`config.mk`:
```
export PLATFORM = sky130hd
export DESIGN_NAME = conv1d_stream
export DESIGN_NICKNAME = d
export VERILOG_FILES = /design/src/rtl/conv1d_stream.sv
export SDC_FILE = /design/constraint.sdc
export NUM_CORES = 1
export LEC_CHECK = 0
export CAP_MARGIN = 20
export CORE_ASPECT_RATIO = 1.25
export CORE_UTILIZATION = 50
export DETAILED_ROUTE_END_ITERATION = 8
export PLACE_DENSITY = 0.68
export SLEW_MARGIN = 30
export SYNTH_ARGS = -nofsm -noshare
export SYNTH_HDL_FRONTEND = slang
export SYNTH_SLANG_ARGS = --single-unit
```
`constraint.sdc`:
```
create_clock -name clk_i -period 18.1 [get_ports clk_i]
set_clock_uncertainty 0.05 [all_clocks]
set_input_delay 3.62 -clock clk_i [delete_from_list [all_inputs] [get_ports clk_i]]
set_output_delay 3.62 -clock clk_i [all_outputs]
set_load 0.03 [all_outputs]
```
`src/rtl/conv1d_stream.sv`:
```
// Streaming 1-D FIR convolution: packetised valid/ready input, run-time kernel,
// full (zero-padded) or valid mode, scaled and saturated single-register output.
module conv1d_stream #(
  parameter int DATA_W = 8,
  parameter int COEF_W = 8,
  parameter int TAPS   = 3,
  parameter int OUT_W  = 8,
  parameter int SHIFT  = 0
) (
  input  logic                      clk_i,
  input  logic                      rst_n_i,
  input  logic                      coef_we_i,
  input  logic [$clog2(TAPS)-1:0]   coef_idx_i,
  input  logic [COEF_W-1:0]         coef_data_i,
  input  logic                      mode_i,
  input  logic                      s_valid_i,
  output logic                      s_ready_o,
  input  logic [DATA_W-1:0]         s_data_i,
  input  logic                      s_last_i,
  output logic                      m_valid_o,
  input  logic                      m_ready_i,
  output logic [OUT_W-1:0]          m_data_o,
  output logic                      m_last_o,
  output logic                      err_short_o
);

  localparam int ACC_W = DATA_W + COEF_W + $clog2(TAPS);
  localparam int CNT_W = $clog2(TAPS + 1);

  typedef enum logic [1:0] {IDLE, RUN, FLUSH} state_t;

  state_t              state_q, state_d;
  logic                mode_q, mode_d;
  logic [CNT_W-1:0]    cnt_q, cnt_d;
  logic [CNT_W-1:0]    fcnt_q, fcnt_d;
  logic [DATA_W-1:0]   win_q [TAPS];
  logic [DATA_W-1:0]   win_d [TAPS];
  logic [COEF_W-1:0]   coef_q [TAPS];
  logic [COEF_W-1:0]   coef_d [TAPS];
  logic                m_valid_q, m_valid_d;
  logic [OUT_W-1:0]    m_data_q, m_data_d;
  logic                m_last_q, m_last_d;
  logic                err_q, err_d;

  logic                slot_free;
  logic                accept;
  logic                do_shift;
  logic                mode_eff;
  logic [CNT_W-1:0]    cnt_base;
  logic [CNT_W-1:0]    cnt_n;
  logic [DATA_W-1:0]   in_sample;
  logic [DATA_W-1:0]   win_n [TAPS];
  logic [ACC_W-1:0]    acc;
  logic                produce;
  logic                last_out;

  function automatic logic [OUT_W-1:0] sat_scale(input logic [ACC_W-1:0] a);
    logic [ACC_W-1:0] sh;
    sh = a >> SHIFT;
    if ((sh >> OUT_W) != '0) return '1;
    return sh[OUT_W-1:0];
  endfunction

  // Handshake, window shift and accumulation
  always_comb begin
    slot_free = !m_valid_q || m_ready_i;
    s_ready_o = rst_n_i && (state_q != FLUSH) && slot_free;
    accept    = s_valid_i && s_ready_o;
    do_shift  = accept || ((state_q == FLUSH) && slot_free);
    mode_eff  = (state_q == IDLE) ? mode_i : mode_q;
    cnt_base  = (state_q == IDLE) ? '0 : cnt_q;
    cnt_n     = (cnt_base < CNT_W'(TAPS)) ? cnt_base + CNT_W'(1) : cnt_base;
    in_sample = (state_q == FLUSH) ? '0 : s_data_i;

    // A new packet starts from an all-zero window.
    win_n[0] = in_sample;
    for (int k = 1; k < TAPS; k++) begin
      win_n[k] = (state_q == IDLE) ? '0 : win_q[k-1];
    end

    acc = '0;
    for (int k = 0; k < TAPS; k++) begin
      acc = acc + ACC_W'(win_n[k]) * ACC_W'(coef_q[k]);
    end

    produce  = 1'b0;
    last_out = 1'b0;
    if (state_q == FLUSH) begin
      produce  = slot_free;
      last_out = (fcnt_q == CNT_W'(TAPS - 2));
    end else if (accept) begin
      produce  = !mode_eff || (cnt_n >= CNT_W'(TAPS));
      last_out = mode_eff && s_last_i && (cnt_n >= CNT_W'(TAPS));
    end
  end

  // Next-state, kernel and output register logic
  always_comb begin
    state_d   = state_q;
    mode_d    = mode_q;
    cnt_d     = cnt_q;
    fcnt_d    = fcnt_q;
    m_valid_d = m_valid_q;
    m_data_d  = m_data_q;
    m_last_d  = m_last_q;
    err_d     = accept && s_last_i && mode_eff && (cnt_n < CNT_W'(TAPS));
    for (int k = 0; k < TAPS; k++) begin
      win_d[k]  = do_shift ? win_n[k] : win_q[k];
      coef_d[k] = coef_q[k];
    end

    case (state_q)
      IDLE: begin
        if (accept) begin
          mode_d  = mode_i;
          cnt_d   = cnt_n;
          fcnt_d  = '0;
          state_d = s_last_i ? (mode_i ? IDLE : FLUSH) : RUN;
        end
      end
      RUN: begin
        if (accept) begin
          cnt_d  = cnt_n;
          fcnt_d = '0;
          if (s_last_i) state_d = mode_q ? IDLE : FLUSH;
        end
      end
      FLUSH: begin
        if (slot_free) begin
          fcnt_d = fcnt_q + CNT_W'(1);
          if (fcnt_q == CNT_W'(TAPS - 2)) state_d = IDLE;
        end
      end
      default: state_d = IDLE;
    endcase

    // The kernel may only change between packets, never on a packet's first accept.
    if (coef_we_i && (state_q == IDLE) && !accept) begin
      for (int k = 0; k < TAPS; k++) begin
        if (int'(coef_idx_i) == k) coef_d[k] = coef_data_i;
      end
    end

    if (slot_free) begin
      m_valid_d = produce;
      m_last_d  = produce && last_out;
      if (produce) m_data_d = sat_scale(acc);
    end
  end

  always_ff @(posedge clk_i or negedge rst_n_i) begin
    if (!rst_n_i) begin
      state_q   <= IDLE;
      mode_q    <= 1'b0;
      cnt_q     <= '0;
      fcnt_q    <= '0;
      m_valid_q <= 1'b0;
      m_data_q  <= '0;
      m_last_q  <= 1'b0;
      err_q     <= 1'b0;
      for (int k = 0; k < TAPS; k++) begin
        win_q[k]  <= '0;
        coef_q[k] <= (k == 0) ? COEF_W'(1) : '0;
      end
    end else begin
      state_q   <= state_d;
      mode_q    <= mode_d;
      cnt_q     <= cnt_d;
      fcnt_q    <= fcnt_d;
      m_valid_q <= m_valid_d;
      m_data_q  <= m_data_d;
      m_last_q  <= m_last_d;
      err_q     <= err_d;
      for (int k = 0; k < TAPS; k++) begin
        win_q[k]  <= win_d[k];
        coef_q[k] <= coef_d[k];
      end
    end
  end

  assign m_valid_o   = m_valid_q;
  assign m_data_o    = m_data_q;
  assign m_last_o    = m_last_q;
  assign err_short_o = err_q;

endmodule

```
# == Yosys cells after proc, flatten, opt, wreduce, memory -nomap -nowiden ==
# Cells that the tools add are included.
# totals
reg_bits,58
in_bits,25
output_inout_bits,12
elab_cells,93
# classes
add_sub_neg,4
n_mul,3
magnitude_cmp,3
eq_ne,12
n_mux,27
n_reduce_logical,31
# op_table
operator,n
multiplier 8 x 8 -> 16 bit,3
two-way mux 8 bit,5
two-way mux 2 bit,12
adder 17 x 16 -> 18 bit,1
nonzero test 18 bit,1
adder 16 x 16 -> 17 bit,1
logical AND 1 bit,12
AND reduction 2 bit,6
inequality test 2 bit (second input constant),5
two-way mux 1 bit,8
== test 2 bit (second input constant),3
case mux 2 bit (3 select lines),1
AND reduction 5 bit,1
adder 2 x 1 -> 2 bit (second input constant),2
== test 2 x 1 -> 1 bit (second input constant),2
zero test 2 bit,2
< comparator 2 bit (second input constant),2
inequality test 2 x 1 -> 1 bit (second input constant),2
case mux 2 bit (2 select lines),1
zero test 1 bit,3
logical OR 1 bit,3
AND reduction 3 bit,1
>= comparator 2 bit (second input constant),1
nonzero test 2 bit,1
OR reduction 2 bit,1

# == Logic depth before layout (Yosys ltp) ==
# logic_depth
ltp_word,11
mapped_depth,28
ltp_nobuf,24

# == Worst setup path before layout ==
# OpenSTA, ideal clock, no wires.
# synth_timing
path_kind,input to register
from,in s_data_i[5]
to,reg m_data_q[0] (netlist: m_data_o[0])
setup_ns,0.149
arrival_ns,9.265
t_required_ns,17.901
path_slack_ns,8.636
path_stages,20
n_path_buf,0
cell_sequence,and3_1 fa_1 inv_1 fa_1 fa_1 fa_1 inv_1 fa_1 fa_1 inv_1 fa_1 inv_1 ha_1 and2b_1 o2111ai_2 a32oi_2 mux2_1 o2111ai_2 a2111oi_4 a31oi_1
# synth_via
elab_chain_len,9
# synth_lines
element,line_no,rtl
"start, declared",18,"input logic [DATA_W-1:0] s_data_i,"
two-way mux 8 bit,73,in_sample = (state_q == FLUSH) ? '0 : s_data_i;
multiplier 8 x 8 -> 16 bit,83,acc = acc + ACC_W'(win_n[k]) * ACC_W'(coef_q[k]);
adder 16 x 16 -> 17 bit,83,
adder 17 x 16 -> 18 bit,83,
nonzero test 18 bit,60,if ((sh >> OUT_W) != '0) return '1;
two-way mux 1 bit,60,
two-way mux 1 bit,147,if (produce) m_data_d = sat_scale(acc);
two-way mux 1 bit,144,if (slot_free) begin
two-way mux 8 bit,61,return sh[OUT_W-1:0];
"end signal, assigned",171,m_data_q <= m_data_d;
"end, declared",41,"logic [OUT_W-1:0] m_data_q, m_data_d;"
# Every way passes these cells. The select of a mux whose other input is x is not followed.
# A chain may end at the register's enable or synchronous reset.

# == Worst setup path after layout ==
# layout_timing
from,in s_data_i[3]
to,reg m_data_q[2] (netlist: m_data_o[2])
# The elaborated chain is that of the path after synthesis.

==> qor.yml <==
outcome: "finished, final reports clean"
layout-drive-gt1-share: 0.0613
critPathMaxFanout: 9
num_vias: 6997
synth_mux_area_frac: 0.0349
path_class: "primary input to register"
root_buffer: "clkbuf_16"
clkLatencyLatePin_ns: 0.35
worst_pin_slew_ns: 0.848
reg2reg_depth: 22
io_buffers: 36
hold_start: "fcnt_q[0]$_DFFE_PN0P_"
wl_per_cell_um: 19.9
setup_viol: 0
clk_pin_slew_worst_paths_ns: 0.07
grt_max_degree: 127
fin_crit_ns: 10.28
maxCapViolCount: 0
cts_buffers: 9
fmax_mhz: 97.3
grt_setup_unrepaired: "false"
io_pins: 37
yosys.area_share.simple: 0.176
slew_viol_final: 0
r2r_end: "m_data_o[2]$_DFFE_PN0P_"
worstSetupEndpointType: "register"
synth_compound_area_frac: 0.0522
synth_area_leaders: "fa_1, dfrtp_1, ha_1"
num_rows: 55
netlist_top_cells_count: "inv_1, fa_1, and3_1"
setup_tns_ns: 0
synthesis.area_mm2: 0.00937
cts_setup_buffers: 0
path_cells: "clkdlybuf4s50_1 > and3_1 > fa_1 > inv_1 > fa_1 > fa_1 > fa_1 > inv_1 > fa_1 > fa_1 > inv_1 > fa_1 > inv_1 > ha_1 > and2b_1 > o2111ai_2 > a32oi_2 > mux2_1 > o2111ai_2 > a2111oi_4 > a31oi_1"
final_antenna_net_count: 0
grt_pass1_wl_um: 38000
ff2ff_setup_slack_ns: 10.43
clkSinkCount: 58
area_growth_pct: 8.81
yosysSeqAreaShare: 0.155
hpwl_um: 18700
cts-htree-levels: 3
avgSynthCellArea_um2: 9.71
final_cell_area_mm2: 0.0102
crit_arrival_ns: 10.43
drc: 0
synth_top_area_cell: "fa_1"
crit_path_max_incr_delay_ns: 0.69
r2r_start: "state_q[1]$_DFFE_PN0P_"
vias_per_cell: 5.80
postPlaceCellArea_mm2: 0.00986
yosys.cell_types.count: 54
cts_resized: 0
holdBufCountCts: 0
worstSetupStartpointType: "primary input"
ys_ff_latch: 58
cts_tree: "done"
mappedNetlistNets: 1251
dr.pass1.iters: 5
synth-main-ff-cell: "dfrtp_1"
synth_xor_area_frac: 0.00748
crit_path_frequent_cell: "fa_1"
hold_class: "register to register"
core_mm2: 0.0182
synthDominantCellAreaShare: 0.344
nets: 1259
synth-edff-count: 0
cp_slowest_cell: "clkdlybuf4s50_1"
ys_async_sr_fraction: 1.00
drtIter0Drc: 509
globalplace.congestion: 0.903
finalCritPeriodShare: 0.568
synthAdderAreaFrac: 0.478
slew_headroom: 0.435
required_ns: 18.25
num_antenna_cells: 0
synth.most_common_cell: "inv_1"
synth_top_family_by_area: "adder cells"
grt-ovfl-total: 0
yosys_warnings: 0
crit_end: "m_data_o[2]$_DFFE_PN0P_"
die_width_um: 124
fillCellCount: 1625
die_area_mm2: 0.0193
netlist_instances: 965
grt_pass1_vias: 7078
hold_viol: 0
grt.total_usage: 0.261
drt_wl_total_um: 24000
die_y_um: 155
critical_path.startpoint: "s_data_i[3]"
start_util: 0.514
clock_tree.buffer_depth: 2
antenna_found_initial: 0
[worst max-delay path: cells and delay by family]
kind,cells,cell delay [ns]
compound gates,5,1.32
fa+ha+maj,8,3.80
buf+inv,5,0.90
mux,1,0.24
simple gates,2,0.53
[worst min-delay path by stage]
stage,end,slack [ns],cells after the start
floorplan,fcnt_q[0]$_DFFE_PN0P_,0.42,1
global placement,m_last_o$_DFFE_PN0P_,0.45,1
detailed placement,fcnt_q[0]$_DFFE_PN0P_,0.45,1
CTS,fcnt_q[0]$_DFFE_PN0P_,0.46,1
global route,m_last_o$_DFFE_PN0P_,0.52,1
finish,fcnt_q[0]$_DFFE_PN0P_,0.46,1
[layer usage]
layer | GRT usage | up-vias | wire length [um]
li1 | - | 3143 | -
met5 | 0 | - | 0
met3 | 0.0334 | 81 | 1250
met2 | 0.430 | 255 | 11700
met1 | 0.324 | 3518 | 9380
met4 | 0.177 | 0 | 1620
[cell usage in the layout (no fill, tap or decap), drive strengths merged, types with 2 or more instances in the layout]
master / synthesis / routed
a2111oi: 2 / 2
xor2: 2 / 2
a311oi: 2 / 2
clkbuf: 30 / 9
nor2: 29 / 29
dfrtp: 57 / 57
clkinv: 0 / 2
o21ai: 16 / 16
fa: 161 / 161
xnor2: 6 / 6
o21a: 2 / 2
inv: 198 / 199
nor3: 7 / 7
and3: 129 / 129
and2: 3 / 3
or3b: 2 / 2
nand2: 51 / 51
ha: 100 / 100
nand2b: 4 / 4
a31oi: 9 / 9
o2111ai: 3 / 3
bufinv: 0 / 2
mux2: 29 / 29
clkinvlp: 0 / 2
buf: 11 / 3
a21o: 4 / 4
a21oi: 16 / 16
a211oi: 3 / 3
clkdlybuf4s50: 0 / 35
nor2b: 6 / 6
nand3: 66 / 66
[flip-flops by register name, summed over array words and instances, names as in the netlist, 2 cells and up]
| register | flops |
|---|---|
| cnt_q | 2 |
| coef_q | 24 |
| fcnt_q | 2 |
| m_data_o | 8 |
| state_q | 2 |
| win_q | 16 |
[per-stage QoR]
step | instances | hold slack, ns | util | setup WS [ns]
after CTS | 1206 | 0.465 | 0.559 | 7.82
after global routing | 1206 | 0.518 | 0.559 | 7.57
after detailed placement | 1190 | 0.454 | 0.541 | 7.44
final | 1206 | 0.461 | 0.559 | 7.82
after global placement | 1190 | 0.449 | 0.541 | 7.61
after floorplan | 965 | 0.419 | - | 8.64
[final cells by class]
class                           count  area (um2)  share of cell area
Clock buffer                        9         225              0.0221
Clock inverter                      7         101             0.00994
Inverter                          198         743              0.0729
Timing Repair Buffer               38         374              0.0367
Sequential cell                    58        1450               0.142
Tap cell                          228         285              0.0280
Multi-Input combinational cell    668        7010               0.688
[cells by family (layout without fill, tap and decap cells)]
group | after synthesis | after routing
multiplexers | 29 | 29
flip-flops | 58 | 58
buffers and inverters | 239 | 252
XOR/XNOR | 8 | 8
AND/OR/NAND/NOR | 304 | 304
AO/OA/AOI/OAI | 66 | 66
adder cells (fa/ha/maj) | 261 | 261
Power is not shown: default switching activity piles up to over one toggle a cycle in this logic, so the estimate is an artifact.
